<file path="config.mk">
export PLATFORM = sky130hd
export DESIGN_NAME = spi_bus_arbiter_flat
export DESIGN_NICKNAME = d
export VERILOG_FILES = /design/src/rtl/spi_arb_pkg.sv /design/src/rtl/spi_bus_arbiter_if.sv /design/src/rtl/spi_rr_arbiter2.sv /design/src/rtl/spi_bus_arbiter.sv /design/src/flat_wrapper.sv
export SDC_FILE = /design/constraint.sdc
export NUM_CORES = 1
export LEC_CHECK = 0
export CORE_ASPECT_RATIO = 2
export CORE_UTILIZATION = 55
export DETAILED_ROUTE_END_ITERATION = 10
export PLACE_DENSITY = 0.87
export SKIP_CTS_REPAIR_TIMING = 1
export SLEW_MARGIN = 30
export SYNTH_ARGS = -nofsm -noshare
export SYNTH_HDL_FRONTEND = slang
export SYNTH_SLANG_ARGS = --single-unit
</file>
<file path="constraint.sdc">
create_clock -name SCLK -period 6.8 [get_ports SCLK]
set_clock_uncertainty 0.1 [all_clocks]
set_input_delay 1.36 -clock SCLK [delete_from_list [all_inputs] [get_ports SCLK]]
set_output_delay 1.36 -clock SCLK [all_outputs]
set_load 0.02 [all_outputs]
</file>
<file path="src/rtl/spi_arb_pkg.sv">
// spi_arb_pkg: shared FSM encoding, default timing parameters and length helper
package spi_arb_pkg;
   typedef enum logic [1:0] {IDLE, SETUP, SHIFT, HOLD} state_t;
   localparam int DEF_CLK_DIV  = 2;
   localparam int DEF_CS_SETUP = 2;
   localparam int DEF_CS_HOLD  = 2;
   localparam int MAX_LEN      = 32;
   // Zero or oversized lengths fall back to a full word
   function automatic logic [5:0] eff_len(logic [5:0] len);
      return (len == 6'd0 || len > 6'(MAX_LEN)) ? 6'(MAX_LEN) : len;
   endfunction
endpackage

</file>
<file path="src/rtl/spi_bus_arbiter_if.sv">
// spi_bus_arbiter_if: requester handshake and SPI pin bundle
interface spi_bus_arbiter_if;
   logic [1:0]  req;
   logic [1:0]  sel;
   logic [11:0] len;
   logic [63:0] wdata;
   logic [1:0]  gnt;
   logic [1:0]  done;
   logic [31:0] rdata;
   logic        spi_clk;
   logic        spi_mosi;
   logic        spi_miso;
   logic        spi_cs0;
   logic        spi_cs1;
   modport master (output req, sel, len, wdata, spi_miso,
                   input gnt, done, rdata, spi_clk, spi_mosi, spi_cs0, spi_cs1);
   modport slave  (input req, sel, len, wdata, spi_miso,
                   output gnt, done, rdata, spi_clk, spi_mosi, spi_cs0, spi_cs1);
endinterface

</file>
<file path="src/rtl/spi_rr_arbiter2.sv">
// spi_rr_arbiter2: two-way round-robin grant with last-grant pointer
module spi_rr_arbiter2 (
   input  logic       clk,
   input  logic       rst_n,
   input  logic [1:0] req,
   input  logic       advance,
   output logic [1:0] winner
);
   logic last;
   always_comb winner = (req == 2'b11) ? (last ? 2'b01 : 2'b10) : req;
   always_ff @(posedge clk or negedge rst_n)
      if (!rst_n) last <= 1'b1;
      else if (advance) last <= winner[1];
endmodule

</file>
<file path="src/rtl/spi_bus_arbiter.sv">
// spi_bus_arbiter: two-requester SPI master, mode 0, MSB first, round-robin shared bus
module spi_bus_arbiter
   import spi_arb_pkg::*;
#(
   parameter int CLK_DIV  = DEF_CLK_DIV,
   parameter int CS_SETUP = DEF_CS_SETUP,
   parameter int CS_HOLD  = DEF_CS_HOLD
) (
   input logic SCLK,
   input logic SRESETn,
   spi_bus_arbiter_if.slave bus
);
   state_t      state;
   logic [7:0]  cnt;
   logic [5:0]  bits;
   logic [31:0] tx, rx, rdata_q;
   logic [1:0]  gnt_q, done_q, win;
   logic        owner, clk_q, mosi_q, cs0_q, cs1_q;
   logic        start, w_own, w_sel, phase_end;
   logic [5:0]  w_len, eff;
   logic [31:0] w_data, tx_n;
   assign start     = state == IDLE && |bus.req;
   assign w_own     = win[1];
   assign w_sel     = bus.sel[w_own];
   assign w_len     = w_own ? bus.len[11:6] : bus.len[5:0];
   assign w_data    = w_own ? bus.wdata[63:32] : bus.wdata[31:0];
   assign eff       = eff_len(w_len);
   // Left-align the word so the MSB to send always sits in tx[31]
   assign tx_n      = w_data << (6'(MAX_LEN) - eff);
   assign phase_end = cnt == 8'(CLK_DIV - 1);
   spi_rr_arbiter2 u_arb (
      .clk     (SCLK),
      .rst_n   (SRESETn),
      .req     (bus.req),
      .advance (start),
      .winner  (win)
   );
   always_ff @(posedge SCLK or negedge SRESETn)
      if (!SRESETn) begin
         state   <= IDLE;
         cnt     <= '0;
         bits    <= '0;
         tx      <= '0;
         rx      <= '0;
         rdata_q <= '0;
         gnt_q   <= '0;
         done_q  <= '0;
         owner   <= 1'b0;
         clk_q   <= 1'b0;
         mosi_q  <= 1'b0;
         cs0_q   <= 1'b1;
         cs1_q   <= 1'b1;
      end else begin
         gnt_q  <= '0;
         done_q <= '0;
         cnt    <= cnt + 8'd1;
         unique case (state)
            IDLE: if (start) begin
               state  <= SETUP;
               cnt    <= '0;
               gnt_q  <= win;
               owner  <= w_own;
               cs0_q  <= w_sel;
               cs1_q  <= !w_sel;
               bits   <= eff;
               tx     <= tx_n;
               rx     <= '0;
               mosi_q <= tx_n[31];
            end
            SETUP: if (cnt == 8'(CS_SETUP - 1)) begin
               state <= SHIFT;
               cnt   <= '0;
            end
            // Low phase ends with a rise (sample MISO); high phase ends with a fall (advance MOSI)
            SHIFT: if (phase_end) begin
               cnt   <= '0;
               clk_q <= !clk_q;
               if (!clk_q) rx <= {rx[30:0], bus.spi_miso};
               else if (bits == 6'd1) state <= HOLD;
               else begin
                  bits   <= bits - 6'd1;
                  tx     <= tx << 1;
                  mosi_q <= tx[30];
               end
            end
            HOLD: if (cnt == 8'(CS_HOLD - 1)) begin
               state   <= IDLE;
               cs0_q   <= 1'b1;
               cs1_q   <= 1'b1;
               mosi_q  <= 1'b0;
               done_q  <= owner ? 2'b10 : 2'b01;
               rdata_q <= rx;
            end
         endcase
      end
   assign bus.gnt      = gnt_q;
   assign bus.done     = done_q;
   assign bus.rdata    = rdata_q;
   assign bus.spi_clk  = clk_q;
   assign bus.spi_mosi = mosi_q;
   assign bus.spi_cs0  = cs0_q;
   assign bus.spi_cs1  = cs1_q;
endmodule

</file>
<file path="src/flat_wrapper.sv">
// flat-port wrapper written by rule: the top's interface ports become plain ports
module spi_bus_arbiter_flat import spi_arb_pkg::*;
#(
   parameter int CLK_DIV  = DEF_CLK_DIV,
   parameter int CS_SETUP = DEF_CS_SETUP,
   parameter int CS_HOLD  = DEF_CS_HOLD
)
  (SCLK, SRESETn, bus_req, bus_sel, bus_len, bus_wdata, bus_spi_miso, bus_gnt, bus_done, bus_rdata, bus_spi_clk, bus_spi_mosi, bus_spi_cs0, bus_spi_cs1);
  spi_bus_arbiter_if bus_i ();
  input logic SCLK;
  input logic SRESETn;
  input wire logic [$bits(bus_i.req)-1:0] bus_req;
  input wire logic [$bits(bus_i.sel)-1:0] bus_sel;
  input wire logic [$bits(bus_i.len)-1:0] bus_len;
  input wire logic [$bits(bus_i.wdata)-1:0] bus_wdata;
  input wire logic [$bits(bus_i.spi_miso)-1:0] bus_spi_miso;
  output wire logic [$bits(bus_i.gnt)-1:0] bus_gnt;
  output wire logic [$bits(bus_i.done)-1:0] bus_done;
  output wire logic [$bits(bus_i.rdata)-1:0] bus_rdata;
  output wire logic [$bits(bus_i.spi_clk)-1:0] bus_spi_clk;
  output wire logic [$bits(bus_i.spi_mosi)-1:0] bus_spi_mosi;
  output wire logic [$bits(bus_i.spi_cs0)-1:0] bus_spi_cs0;
  output wire logic [$bits(bus_i.spi_cs1)-1:0] bus_spi_cs1;
  assign bus_i.req = bus_req;
  assign bus_i.sel = bus_sel;
  assign bus_i.len = bus_len;
  assign bus_i.wdata = bus_wdata;
  assign bus_i.spi_miso = bus_spi_miso;
  assign bus_gnt = bus_i.gnt;
  assign bus_done = bus_i.done;
  assign bus_rdata = bus_i.rdata;
  assign bus_spi_clk = bus_i.spi_clk;
  assign bus_spi_mosi = bus_i.spi_mosi;
  assign bus_spi_cs0 = bus_i.spi_cs0;
  assign bus_spi_cs1 = bus_i.spi_cs1;
  spi_bus_arbiter #(.CLK_DIV(CLK_DIV), .CS_SETUP(CS_SETUP), .CS_HOLD(CS_HOLD)) u_core (.SCLK(SCLK), .SRESETn(SRESETn), .bus(bus_i));
endmodule
</file>
After elaboration in Yosys (flattened, before gate mapping):

Cells that the tools add are included.

* add/sub/neg operators: 3
* shift operators: 1
* multiplexer cells: 47
* order comparisons: 2
* reductions and logical operators: 19
* equal/unequal tests: 14

Operator list (number)
* two-way mux 32 bit: 4
* two-way mux 31 bit: 4
* one-hot mux 32 bit (2 select lines): 1
* one-hot mux 31 bit (2 select lines): 1
* two-way mux 6 bit: 6
* << shifter 32 x 6 -> 32 bit: 1
* two-way mux 2 bit: 13
* two-way mux 8 bit: 2
* one-hot mux 8 bit (2 select lines): 1
* != test 2 x 1 -> 1 bit, second input constant: 6
* one-hot mux 6 bit (2 select lines): 1
* AND reduction 6 bit: 2
* two-way mux 1 bit: 10
* adder 8 x 1 -> 8 bit, second input constant: 1
* equality test 8 x 1 -> 1 bit, second input constant: 1
* one-hot mux 2 bit (4 select lines): 1
* equality test 2 bit, second input constant: 3
* equality test 6 x 1 -> 1 bit, second input constant: 1
* greater-than comparator 6 bit, second input constant: 1
* zero test 6 bit: 1
* AND reduction 2 bit: 3
* subtractor 6 x 1 -> 6 bit, second input constant: 1
* subtractor 6 bit, first input constant: 1
* AND reduction 5 bit: 1
* other kinds (14): 19

* output and inout bits: 40
* logic and storage cells: 100
* bits in registers: 121
* input port bits: 83

Depth between registers and ports, before layout:

* depth after elaboration: 10
* gate-level depth with buffers: 16
* gate-level depth less buffers: 12

Hierarchy:

Synthesis repeated with hierarchy kept, for this count alone.

* cell total of the unflattened synthesis: 778
* area total of the unflattened synthesis: 7493.4 µm²

Modules (own cells, without submodules)
* spi_bus_arbiter: instances 1, cells an instance 773, area each 7429.6 µm², sequential area each 3005.4 µm²
* spi_rr_arbiter2: instances 1, cells an instance 5, area each 63.8 µm², sequential area each 26.3 µm²

Least setup slack after synthesis:

OpenSTA, ideal clock, no wires.

* path kind: input-to-reg
* from: in bus_req[1]
* to: reg u_core.tx[20]
* slack: 1.916 ns
* arrival: 4.651 ns
* data required time: 6.567 ns
* cell stages on the path: 15
* cell sequence: a21boi_1 buf_2 buf_1 nor4b_1 a31oi_1 xor2_1 a21o_1 ha_1 clkbuf_1 clkinv_1 buf_1 clkbuf_1 mux4_2 mux2i_1 o211ai_1

* longest elaborated chain between the ends: 10
* elaborated cells on any way between the ends: 16

Ends and longest elaborated chain
* from (decl): RTL line flat_wrapper.sv:12 `input wire logic [$bits(bus_i.req)-1:0] bus_req;`
* equality test 2 bit: RTL line spi_rr_arbiter2.sv:10 `always_comb winner = (req == 2'b11) ? (last ? 2'b01 : 2'b10) : req;`
* two-way mux 2 bit: RTL line spi_rr_arbiter2.sv:10
* two-way mux 6 bit: RTL line spi_bus_arbiter.sv:25 `assign w_len = w_own ? bus.len[11:6] : bus.len[5:0];`
* greater-than comparator 6 bit or zero test 6 bit (tied branches): RTL line spi_arb_pkg.sv:10 `return (len == 6'd0 || len > 6'(MAX_LEN)) ? 6'(MAX_LEN) : len;`
* logical OR 1 bit: RTL line spi_arb_pkg.sv:10
* two-way mux 6 bit: RTL line spi_arb_pkg.sv:10
* subtractor 6 bit: RTL line spi_bus_arbiter.sv:29 `assign tx_n = w_data << (6'(MAX_LEN) - eff);`
* << shifter 32 x 6 -> 32 bit: RTL line spi_bus_arbiter.sv:29
* two-way mux 31 bit: RTL line spi_bus_arbiter.sv:58 `IDLE: if (start) begin`
* one-hot mux 31 bit (2 select lines): RTL line spi_bus_arbiter.sv:57 `unique case (state)`
* to (signal assigned): RTL line spi_bus_arbiter.sv:66 `tx <= tx_n;`
* to (signal assigned): RTL line spi_bus_arbiter.sv:82 `tx <= tx << 1;`
* to (decl): RTL line spi_bus_arbiter.sv:16 `logic [31:0] tx, rx, rdata_q;`

Parallel ways exist; a longest one is shown, timed or not. The select of a mux whose other input is x is not followed.
A chain may end at the register's enable or synchronous reset.

Worst setup path in the final report:

* from: in bus_req[0]
* to: reg u_core.tx[27]

The elaborated chain is that of the path after synthesis.

==> run_results.csv <==
group,metric,value,unit
cells_and_area,area_delta_synth_final,25.73,%
clock_tree,cts_tree,"done",
synthesis,yosysTopAreaCell,"dfrtp_1",
drt,drt_iter0_markers,389,
cells_and_area,ff_latch_area,0.003032,sq mm
synthesis,synth_area_leaders,"dfrtp_1, mux2i_1, mux2_2",
synthesis,synth_edf_count,0,
clock_tree,cts_made_buffers,17,
sta,fin_crit_sh,0.7614,
synthesis,synth_cell_types,65,
worst_setup_path,cp-start-kind,"input port",
clock_tree,insertion_delay,0.42,ns
grt,grt_pass1_wl,33040,microns
sta,post-route-min-period,5.177,ns
worst_setup_path,arrival,5.36,ns
worst_setup_path,r2r_end,"u_core.tx[27]$_DFFE_PN0P_",
worst_hold_path,min_from,"u_core.tx[15]$_DFFE_PN0P_",
worst_setup_path,rr_worst_depth,10,
clock_tree,cts_buffer_depth,2,
drt,vias,6607,
synthesis,syn-num-nets,851,
sta,max_freq,193.1,MHz
synthesis,ys_seq_elements,121,
sta,setup_viol,0,
worst_setup_path,r2r_slack,2.59,ns
cells_and_area,fin_nets,956,
grt,grt_max_degree,78,
synthesis,synthAdderAreaFrac,0.01452,
worst_hold_path,hold_depth,1,
drt,totalWireLength,20560,microns
cells_and_area,antenna_cells,0,
synthesis,synth_compound_area_frac,0.1226,
synthesis,yosys_warnings,0,
clock_tree,htreeDepth,4,
clock_tree,clk_pin_slew,0.06,ns
place,io_buffers,122,
grt,antenna_found_initial,0,
floorplanning,die_w,85.98,microns
synthesis,yosysSeqAreaShare,0.3908,
floorplanning,core-area,0.01381,sq mm
synthesis,synth_area_per_cell,10.22,sq um
synthesis,synthArstFlopShare,1.000,
floorplanning,ios,123,
worst_setup_path,crit_chain,"clkdlybuf4s50_1 -> a21bo_1 -> mux2i_1 -> xor2_1 -> a21o_1 -> ha_1 -> xor2_4 -> mux4_1 -> mux2_2 -> a221oi_1 -> o22ai_1",
clock_tree,cts_sinks,121,
cells_and_area,multi_input_area,0.004472,sq mm
worst_setup_path,worstPathMaxFanout,23,
drt,viasPerCell,6.198,
floorplanning,die_h,170.0,microns
synthesis,yosysTopAreaCellShare,0.3806,
synthesis,syn_inst,759,
power_and_ir_drop,irDropWorstVdd,128.8,uV
worst_setup_path,slowest_stage,"xor2_4",
sta,tightestPinTransition,0.8653,ns
sta,rsz0062_at_grt,"no",
sta,maxSlewHeadroom,0.4231,
grt,grt_pass1_vias,6823,
place,place_area,0.009171,sq mm
worst_hold_path,hp-class,"reg2reg",
cells_and_area,fin_area,0.009753,sq mm
synthesis,synth_area,0.007757,sq mm
drt,dr.pass1.iters,6,
outcome,status,"finished clean",
grt,overflow,0,
sta,drv_slew,0,
synthesis,synth_flop_cell,"dfrtp_1",
floorplanning,die-area,0.01461,sq mm
power_and_ir_drop,p_leak,4.540,nW
sta,tns,0,ns
worst_setup_path,critPathMaxStageDelay,0.72,ns
worst_hold_path,min_to,"u_core.tx[15]$_DFFE_PN0P_",
cells_and_area,fill_cells,976,
drt,wl_per_cell,19.29,microns
floorplanning,num_rows,61,
cells_and_area,drive_gt1_frac,0.1437,
worst_setup_path,path_class,"in2reg",
place,gp_congestion,1.001,
drt,ant_nets,0,
worst_setup_path,worstPathRequired,6.98,ns
flow_run,drv_cap,0,
clock_tree,clock-root-buffer,"clkbuf_16",
synthesis,synth_mux_area_frac,0.2973,
worst_setup_path,critPathCaptureType,"flip-flop",
worst_setup_path,r2r_start,"u_core.u_arb.last$_DFFE_PN1P_",
sta,hold_viol,0,
grt,grtUsageTotal,0.2932,
place,dpl.hpwl,14870,microns
synthesis,synthXorXnorAreaFrac,0.01581,
drt,drc,0,
synthesis,synth_top_family_by_area,"multiplexers",
power_and_ir_drop,p_per_area,216.0,mW/mm^2
floorplanning,start_util,0.5615,
synthesis,yosys.area_share.simple,0.1216,
[worst max path at each step]
stage | from | end | slack, ns | depth (start not counted)
floorplan | bus_req[1] | u_core.tx[20]$_DFFE_PN0P_ | 1.92 | 15
global placement | bus_req[0] | u_core.tx[27]$_DFFE_PN0P_ | 1.34 | 11
detailed placement | bus_req[0] | u_core.tx[27]$_DFFE_PN0P_ | 1.24 | 11
CTS | bus_req[0] | u_core.tx[27]$_DFFE_PN0P_ | 1.63 | 11
global route | bus_req[0] | u_core.tx[27]$_DFFE_PN0P_ | 1.36 | 11
finish | bus_req[0] | u_core.tx[27]$_DFFE_PN0P_ | 1.62 | 11
[critical path, delay by kind of cell]
kind	cells	cell delay (ns)
buffers and inverters	1	0.59
AO/OA/AOI/OAI	4	0.68
XOR/XNOR	2	0.94
multiplexers	3	1.38
adder cells (fa/ha/maj)	1	0.39
[power by group]
part | internal (W) | leakage [nW] | switching [W]
sequential | 0.000747 | 1.50 | 0.0000176
clock | 0.000515 | 0.279 | 0.000363
combinational | 0.000221 | 2.76 | 0.000242
total | 0.00148 | 4.54 | 0.000623
[registers in the layout (all words and copies together), names as in the netlist]
signal               count
u_core.bits              6
u_core.bus.done          2
u_core.bus.gnt           2
u_core.bus.rdata        32
u_core.bus.spi_clk       1
u_core.bus.spi_cs0       1
u_core.bus.spi_cs1       1
u_core.bus.spi_mosi      1
u_core.cnt               8
u_core.owner             1
u_core.rx               32
u_core.state             2
u_core.tx               31
u_core.u_arb.last        1
[metrics by stage]
| step | hold WS [ns] | cells | worst slack [ns] | total power, W | util |
|---|---|---|---|---|---|
| finish | 0.3850 | 1066 | 1.623 | 0.002106 | 0.7060 |
| global route | 0.4019 | 1066 | 1.361 | 0.002173 | 0.7060 |
| CTS | 0.3860 | 1066 | 1.633 | 0.002106 | 0.7057 |
| detailed placement | 0.3725 | 1034 | 1.235 | 0.001230 | 0.6639 |
| global placement | 0.3627 | 1032 | 1.336 | 0.001223 | 0.6599 |
| floorplan | 0.3185 | 759 | 1.916 | 0.001071 | - |
[metal layers]
layer  wire [microns]  vias to the layer above  track usage  share of wire
li1                 -                     2998            -              -
met1             6903                     3256       0.2832           0.34
met2            11710                      265       0.5566           0.57
met3              769                       88      0.04607          0.037
met4             1179                        0       0.1906          0.057
met5                0                        -            0              0
[placed cells by master (no fill, tap or decap), types with 5 or more instances in the layout]
| master | n |
|---|---|
| nand3_1 | 15 |
| o21ai_1 | 5 |
| o21ai_0 | 43 |
| o21a_1 | 6 |
| inv_1 | 11 |
| nor3_1 | 8 |
| clkdlybuf4s50_1 | 121 |
| o211ai_1 | 5 |
| inv_6 | 8 |
| nand2b_1 | 6 |
| buf_4 | 15 |
| dfrtp_1 | 118 |
| nor2_1 | 44 |
| xor2_1 | 6 |
| clkbuf_16 | 17 |
| a31oi_1 | 7 |
| mux4_2 | 18 |
| mux4_1 | 7 |
| nand2_1 | 103 |
| a21oi_1 | 45 |
| o221ai_1 | 7 |
| mux2i_1 | 122 |
| and3_1 | 11 |
| ha_1 | 8 |
| mux2_2 | 42 |
[cells by family after synthesis]
logic type | after synthesis
DFF | 121
buffers and inverters | 65
AOI/OAI and AO/OA | 152
muxes | 190
xor gates and xnor gates | 11
and+or+nand+nor | 211
adders and majority gates | 9
[area by class of cell]
| cell class | count | share of cell area |
|---|---|---|
| Multi-Input combinational cell | 573 | 0.4585 |
| Sequential cell | 121 | 0.3108 |
| Tap cell | 189 | 0.02425 |
| Clock inverter | 15 | 0.01565 |
| Timing Repair Buffer | 139 | 0.1425 |
| Clock buffer | 17 | 0.04362 |
| Inverter | 12 | 0.004618 |
[cells in the mapped netlist, types with 4 or more instances]
library cell and instances:
inv_1 11, mux2_2 42, clkbuf_1 28, buf_1 9, nand2_1 103, mux4_2 18
a21o_1 4, mux4_1 7, ha_1 9, nor2_1 45, buf_2 12, nor2b_1 4
mux2i_1 122, a21oi_1 45, a31oi_1 7, a32oi_1 4, o21a_1 6, o211ai_1 5
o21ai_1 5, dfrtp_1 118, nand4_1 4, nand3_1 15, o21ai_0 43, and3_1 11
nand2b_1 6, o221ai_1 7, nor3_1 8, xor2_1 6
Power figures use the tool's default switching activity.
